===== config.mk =====
export PLATFORM = sky130hd
export DESIGN_NAME = acq_sequencer
export DESIGN_NICKNAME = d
export VERILOG_FILES = /design/src/rtl/acq_seq_pkg.sv /design/src/rtl/acq_timer.sv /design/src/rtl/acq_sequencer.sv
export SDC_FILE = /design/constraint.sdc
export NUM_CORES = 1
export LEC_CHECK = 0
export ABC_AREA = 1
export CAP_MARGIN = 25
export CORE_MARGIN = 3
export CORE_UTILIZATION = 58
export DETAILED_ROUTE_END_ITERATION = 16
export DONT_BUFFER_PORTS = 1
export GPL_TIMING_DRIVEN = 0
export PLACE_DENSITY = 0.77
export SLEW_MARGIN = 0
export SYNTH_ARGS = -nofsm -noshare
export SYNTH_HDL_FRONTEND = slang
export SYNTH_SLANG_ARGS = --single-unit

===== constraint.sdc =====
create_clock -name clk_50 -period 3.1 [get_ports clk_50]
set_input_delay 0.465 -clock clk_50 [delete_from_list [all_inputs] [get_ports clk_50]]
set_output_delay 0.465 -clock clk_50 [all_outputs]
set_load 0.1 [all_outputs]

===== src/rtl/acq_seq_pkg.sv =====
// Shared types and defaults for the two-channel acquisition sequencer.
package acq_seq_pkg;

   localparam int TMR_W_DEF = 24;
   localparam int CNT_W_DEF = 16;

   typedef enum logic [2:0] {
      IDLE    = 3'd0,
      HOLDOFF = 3'd1,
      ARMED   = 3'd2,
      CAPTURE = 3'd3,
      READY   = 3'd4
   } seq_state_t;

   typedef enum logic [1:0] {
      STOP   = 2'd0,
      SINGLE = 2'd1,
      NORMAL = 2'd2,
      AUTO   = 2'd3
   } acq_mode_t;

   // Modes that re-arm on their own after a readout or from IDLE.
   function automatic logic mode_rearms(input acq_mode_t m);
      return (m == NORMAL) || (m == AUTO);
   endfunction

endpackage


===== src/rtl/acq_timer.sv =====
// Loadable down-counter that stops at zero; shared by the holdoff delay
// and the auto-trigger timeout.
module acq_timer
   import acq_seq_pkg::*;
#(
   parameter int TMR_W = TMR_W_DEF
) (
   input  logic             clk_50,
   input  logic             reset,
   input  logic             load,
   input  logic [TMR_W-1:0] load_val,
   input  logic             dec,
   output logic             zero
);

   logic [TMR_W-1:0] cnt_q;
   logic [TMR_W-1:0] cnt_d;

   always_comb begin
      cnt_d = cnt_q;
      if (load) begin
         cnt_d = load_val;
      end else if (dec && (cnt_q != '0)) begin
         cnt_d = cnt_q - 1'b1;
      end
   end

   always_ff @(posedge clk_50) begin
      if (reset) begin
         cnt_q <= '0;
      end else begin
         cnt_q <= cnt_d;
      end
   end

   assign zero = (cnt_q == '0);

endmodule


===== src/rtl/acq_sequencer.sv =====
// Arm/trigger/capture/readout sequencer driving both scope channels from
// one common trigger pulse; all outputs are registered.
module acq_sequencer
   import acq_seq_pkg::*;
#(
   parameter int AUTO_TIMEOUT = 5_000_000,
   parameter int TMR_W        = TMR_W_DEF,
   parameter int CNT_W        = CNT_W_DEF
) (
   input  logic             clk_50,
   input  logic             reset,
   input  logic [1:0]       mode,
   input  logic             run_req,
   input  logic             trig_src,
   input  logic             trigger_1,
   input  logic             trigger_2,
   input  logic             cap_done_1,
   input  logic             cap_done_2,
   input  logic             read_ack,
   input  logic [15:0]      holdoff,
   output logic             acq_enable,
   output logic             chan_trigger,
   output logic             data_ready,
   output logic             forced_trig,
   output logic [2:0]       seq_state,
   output logic [CNT_W-1:0] capture_count
);

   localparam logic [TMR_W-1:0] TMO_LOAD = TMR_W'(AUTO_TIMEOUT - 1);

   seq_state_t state_q, state_d;
   acq_mode_t  mode_s;

   logic trig_1_q, trig_2_q;
   logic edge_sel;

   logic             tmr_load;
   logic [TMR_W-1:0] tmr_load_val;
   logic             tmr_dec;
   logic             tmr_zero;

   logic fire, fire_forced, cap_complete;

   logic             acq_enable_q,    acq_enable_d;
   logic             chan_trigger_q,  chan_trigger_d;
   logic             data_ready_q,    data_ready_d;
   logic             forced_trig_q,   forced_trig_d;
   logic [CNT_W-1:0] capture_count_q, capture_count_d;

   assign mode_s   = acq_mode_t'(mode);
   // Rising edge only, so a level already high on arming never fires.
   assign edge_sel = trig_src ? (trigger_2 & ~trig_2_q) : (trigger_1 & ~trig_1_q);

   acq_timer #(
      .TMR_W (TMR_W)
   ) u_timer (
      .clk_50   (clk_50),
      .reset    (reset),
      .load     (tmr_load),
      .load_val (tmr_load_val),
      .dec      (tmr_dec),
      .zero     (tmr_zero)
   );

   always_ff @(posedge clk_50) begin
      if (reset) begin
         state_q  <= IDLE;
         trig_1_q <= 1'b0;
         trig_2_q <= 1'b0;
      end else begin
         state_q  <= state_d;
         trig_1_q <= trigger_1;
         trig_2_q <= trigger_2;
      end
   end

   always_comb begin
      state_d      = state_q;
      tmr_load     = 1'b0;
      tmr_load_val = TMR_W'(holdoff);
      tmr_dec      = 1'b0;
      fire         = 1'b0;
      fire_forced  = 1'b0;
      cap_complete = 1'b0;
      case (state_q)
         IDLE: begin
            if (((mode_s == SINGLE) && run_req) || mode_rearms(mode_s)) begin
               state_d  = HOLDOFF;
               tmr_load = 1'b1;
            end
         end
         HOLDOFF: begin
            if (mode_s == STOP) begin
               state_d = IDLE;
            end else if (tmr_zero) begin
               state_d      = ARMED;
               tmr_load     = 1'b1;
               tmr_load_val = TMO_LOAD;
            end else begin
               tmr_dec = 1'b1;
            end
         end
         ARMED: begin
            // STOP beats a real edge, which beats the auto timeout.
            if (mode_s == STOP) begin
               state_d = IDLE;
            end else if (edge_sel) begin
               state_d = CAPTURE;
               fire    = 1'b1;
            end else if ((mode_s == AUTO) && tmr_zero) begin
               state_d     = CAPTURE;
               fire        = 1'b1;
               fire_forced = 1'b1;
            end else begin
               tmr_dec = (mode_s == AUTO);
            end
         end
         CAPTURE: begin
            if (cap_done_1 && cap_done_2) begin
               state_d      = READY;
               cap_complete = 1'b1;
            end
         end
         READY: begin
            if (read_ack) begin
               if (mode_rearms(mode_s)) begin
                  state_d  = HOLDOFF;
                  tmr_load = 1'b1;
               end else begin
                  state_d = IDLE;
               end
            end
         end
         default: state_d = IDLE;
      endcase
   end

   always_comb begin
      acq_enable_d    = (state_d == ARMED) || (state_d == CAPTURE);
      chan_trigger_d  = fire;
      data_ready_d    = (state_d == READY);
      forced_trig_d   = fire ? fire_forced : forced_trig_q;
      capture_count_d = capture_count_q + CNT_W'(cap_complete);
   end

   always_ff @(posedge clk_50) begin
      if (reset) begin
         acq_enable_q    <= 1'b0;
         chan_trigger_q  <= 1'b0;
         data_ready_q    <= 1'b0;
         forced_trig_q   <= 1'b0;
         capture_count_q <= '0;
      end else begin
         acq_enable_q    <= acq_enable_d;
         chan_trigger_q  <= chan_trigger_d;
         data_ready_q    <= data_ready_d;
         forced_trig_q   <= forced_trig_d;
         capture_count_q <= capture_count_d;
      end
   end

   assign acq_enable    = acq_enable_q;
   assign chan_trigger  = chan_trigger_q;
   assign data_ready    = data_ready_q;
   assign forced_trig   = forced_trig_q;
   assign seq_state     = state_q;
   assign capture_count = capture_count_q;

endmodule


======== Yosys cells after proc, flatten, opt, wreduce, memory -nomap -nowiden ========
Index checks and enable logic that the tools add are counted.
operators by class
  add/sub/neg operators ................... 2
  equality and inequality tests ........... 10
  multiplexer cells ....................... 37
  bitwise gates (word level) .............. 4
  reduce and logical (&&, ||, !) cells .... 12
operator list
  kind                   count
  $mux 23                3
  $mux 24                2
  $logic_not 24->1       1
  $mux 3                 8
  $reduce_bool 24->1     1
  $sub 24x1->24 const B  1
  $mux 1                 21
  $add 16x1->16          1
  $pmux 3 s5             1
  $eq 3x2->1 const B     4
  $eq 3x3->1 const B     2
  $eq 2x2->1 const B     2
  $logic_and 1x1->1      4
  $eq 3x1->1 const B     1
  $logic_not 3->1        1
  $logic_or 1x1->1       3
  $pmux 1 s3             1
  $and 1x1->1            2
  $eq 2x1->1 const B     1
  $logic_not 2->1        1
  $not 1->1              2
  $pmux 1 s2             1
  $reduce_bool 2->1      1
word-level totals
  register bits after elaboration ......... 49
  input bits .............................. 27
  output and inout bits ................... 23
  word-level logic and storage cells ...... 74

======== Logic depth before layout (Yosys ltp) ========
  word-level depth ........................ 9
  mapped depth ............................ 14
  gate-level depth less buffers ........... 14

======== Cells and area by module ========
Synthesis repeated with hierarchy kept, for this count alone.
unflattened totals
  cells, all modules ...................... 547
  area, all modules ....................... 3310.7 um2
modules (own cells, without submodules)
  module         instances  cells each  area each (um2)  seq. area each (um2)
  acq_timer      1          328         1920.6           480.5
  acq_sequencer  1          219         1390.1           500.5

======== Worst setup path before layout ========
Ideal clock, no wire load.
  path kind ............................... reg2reg
  start point ............................. register state_q[1] (netlist: seq_state[1])
  end point ............................... register capture_count_q[12] (netlist: capture_count[12])
  library setup time ...................... 0.119 ns
  arrival ................................. 2.888 ns
  data required time ...................... 2.981 ns
  path slack .............................. 0.093 ns
  stages on the path, launching flop included .. 14
  path buffers ............................ 0
  clock period less this slack ............ 3.007 ns
  path through ............................ dfxtp_1 -> inv_1 -> nor2_1 -> nand2_1 -> nor2_1 -> ha_1 -> ha_1 -> nand2_1 -> inv_1 -> nand4_1 -> nor3_1 -> nand3_1 -> nor3b_1 -> nor2_1
between the ends
  word-level cells in the longest chain between the ends .. 3
ends and longest elaborated chain
  element                 line                  RTL
  from (decl)             acq_sequencer.sv:31   seq_state_t state_q, state_d;
  from (signal assigned)  acq_sequencer.sv:71   state_q <= state_d;
  $eq 3x2->1              acq_sequencer.sv:85   case (state_q)
  $mux 1                  acq_sequencer.sv:85
  $add 16x1->16           acq_sequencer.sv:143  capture_count_d = capture_count_q + CNT_W'(cap_complete);
  to (signal assigned)    acq_sequencer.sv:158  capture_count_q <= capture_count_d;
  to (decl)               acq_sequencer.sv:48   logic [CNT_W-1:0] capture_count_q, capture_count_d;
No other way between the ends.
A chain may end at the register's enable or synchronous reset.

======== Worst setup path in the final report ========
Same ends and word-level chain as after synthesis.

==> flow_summary.toml <==
[critical_path]
crit_path_cell_trace = "inv_1, nor2_1, nand2_1, nor2_1, ha_1, ha_1, nand2_1, inv_1, nand4_1, nor3_2, nand3_1, nor2_1, o21ai_0, nor2_1"
crit_path_end_kind = "flip-flop"
crit_buf_inv = 2
cpMostUsedCell = "nor2_1"
slowest_delay_ps = 550
rrSetupSlack_ps = 300
required_ps = 3360
arrival_ps = 3060
path_delay_family = "simple AND/OR/NAND/NOR gates"
crit_path_max_fanout = 4
cpMaxStageDelayCell = "dfxtp_4"
start_kind = "flip-flop"
crit_type = "flip-flop to flip-flop"

[routing]
vias = 2815
drc_errors = 0
wl_met3_um = 633
drtIter0Drc = 222
wl_met2_um = 3365
drtAntennaViolNets = 0
wl_per_cell_um = 13.79
firstDrtPassIters = 5
wirelength_um = 7267
vias_per_cell = 5.342
top_layer = "met4"
wl_met1_um = 3115

[clock_network]
cts_buffers = 5
h-tree-depth = 2
cts-root-buf = "clkbuf_8"
cts.sinks = 49
clkTransAtPathRegs_ps = 100
cts_buffer_depth = 2
ctsHoldBuffers = 0
clkLatencyLatePin_ps = 320
cts_tree = "yes"

[final_layout]
final_common_cell = "nand2_1"
final_cell_mix = "nand2_1, nor2_1, inv_1, dfxtp_1"
area_growth_pct = 8.413
fillerInstances = 410
instances_no_fill = 527
n_antenna_cell = 0
postLayoutCellArea_mm2 = 0.003112
nets = 491
layout-drive-gt1-share_pct = 6.926
post-route-util_pct = 68.17

[synth]
synth_area_leaders = "dfxtp_1, nand2_1, nor2_1"
ys_seq_area_share_pct = 34.18
synthesis.nets = 482
synth_top_area_share_pct = 34.18
synth_top_cell_by_area = "dfxtp_1"
synthCells = 452
avgSynthCellArea_um2 = 6.350
ys_seq_elements = 49
synth_area_mm2 = 0.002870
synth_cell_types = 33
yosysWarnings = 0

[sta]
setup-violations-final = 0
final_max_slew_viol_count = 0
fin_crit_ps = 2801
hold_viol_final = 0
tns_ps = 0
finalCritPeriodShare_pct = 90.35
max_clock_freq_mhz = 357.0
clock_skew_ps = 8.989
worstMarginPinSlew_ps = 1080
rsz0062_at_grt = "false"
max_slew_margin_pct = 27.89

[place]
dpl-instance-area_mm2 = 0.002952
dp.cells = 517
hpwl_um = 5274
place_congestion = 0.8855
port_buffers = 0

[floorplanning]
die_width_um = 76.35
dieHeight_um = 76.35
io_pins = 50
die-area_mm2 = 0.005829
core_area_mm2 = 0.004564
std_cell_rows = 24
start_util_pct = 62.88

[power]
total_leakage_power_uw = 0.001397
p_per_area_mw_per_mm2 = 564.9
peakVddDrop_mv = 0.3010

[outcome]
outcome = "finished, final reports clean"

[global_route]
grt_pass1_vias = 2598
antenna_found_initial = 0
grt_max_degree = 18
track_usage_pct = 25.26
grt_pass1_wl_um = 11910
grt-ovfl-total = 0

[hold_path]
min_path_type = "primary input to flip-flop"

[flow_run]
maxCapViolCount = 0
## metal layers
layer | GRT usage, % | vias to the layer above
li1 | - | 1454
met4 | 8.514 | 0
met1 | 31.01 | 1236
met2 | 42.97 | 109
met3 | 6.383 | 16
met5 | 0 | -
## sequential cells by signal, indices dropped and copies added (netlist names)
register / flops
acq_enable: 1
trig_2_q: 1
seq_state: 3
forced_trig: 1
chan_trigger: 1
data_ready: 1
u_timer.cnt_q: 24
capture_count: 16
trig_1_q: 1
## where the power goes
group | leakage (uW) | switching (uW) | internal [uW]
logic | 0.000937 | 357 | 179
registers | 0.000401 | 62.8 | 673
clock network | 0.0000591 | 239 | 246
total | 0.00140 | 659 | 1100
## per-stage QoR
| step | hold slack, ps | setup slack (ps) | total power [uW] |
|---|---|---|---|
| 5_1_grt | 242.1 | 32.01 | 1866 |
| 4_1_cts | 240.2 | 23.51 | 1763 |
| 3_5_place_dp | 487.9 | -309.1 | 1277 |
| 3_3_place_gp | 484.2 | -241.8 | 1265 |
| 2_1_floorplan | 464.8 | 92.61 | 1161 |
| 6_report | 246.8 | 299.0 | 1758 |
## cells by family (layout without fill, tap and decap cells)
| family | count (synthesis) | in the layout | synth area share [%] |
|---|---|---|---|
| xor+xnor | 14 | 14 | 4.272 |
| fa+ha+maj | 3 | 3 | 1.308 |
| simple gates | 261 | 261 | 39.23 |
| flops | 49 | 49 | 34.18 |
| buf+inv | 66 | 76 | 9.198 |
| compound gates | 59 | 59 | 11.81 |
## Yosys cell counts
library cell and number:
a21o_1 1, a21oi_1 24, a21oi_2 2, a31oi_1 2, buf_8 1, clkbuf_1 6, dfxtp_1 49, ha_1 3
inv_1 57, inv_2 1, inv_6 1, nand2_1 111, nand2_2 4, nand3_1 24, nand3_2 1, nand3b_1 2
nand4_1 12, nand4_2 1, nor2_1 91, nor2_2 3, nor2_4 1, nor2_8 1, nor3_1 5, nor3b_1 3
nor4_1 1, o211ai_1 1, o21a_1 3, o21ai_0 21, o21ai_4 1, o21bai_1 4, or2_2 1, xnor2_1 8
xor2_1 6
## repair_timing
| item | 4_1_cts | 5_1_grt |
|---|---|---|
| gates cloned | 0 | 0 |
| buffers inserted | 0 | 0 |
| endpoints found under the setup margin | 6 | 14 |
| resized for setup | 1 | 4 |
| hold endpoints to repair | 0 | 0 |
## final timing paths
check | from | cells after the start | to
hold / removal | trigger_2 | 2 | trig_2_q$_SDFF_PP0_
setup / recovery | seq_state[1]$_SDFF_PP0_ | 14 | capture_count[12]$_SDFF_PP0_
hold reg to reg | u_timer.cnt_q[23]$_SDFFE_PP0P_ | 2 | u_timer.cnt_q[23]$_SDFFE_PP0P_
setup reg to reg | seq_state[1]$_SDFF_PP0_ | 14 | capture_count[12]$_SDFF_PP0_
## layout make-up
cell class / count / area (um2) / share of cell area, %
clock inverters: 3 / 47.55 / 1.528
multi-input cells: 337 / 1630 / 52.39
repair buffers: 2 / 32.53 / 1.045
plain buffers: 7 / 37.54 / 1.206
well taps: 65 / 81.33 / 2.614
flip-flops and latches: 49 / 987.2 / 31.73
clock buffers: 5 / 68.82 / 2.212
inverters: 59 / 226.5 / 7.278
## worst register-to-register path, delay by kind of cell (launching register included)
kind	cells	cell delay (ps)
compound gates	1	100
simple gates	9	1460
buf+inv	2	260
flops	1	550
fa+ha+maj	2	380
Power figures use the tool's default switching activity.
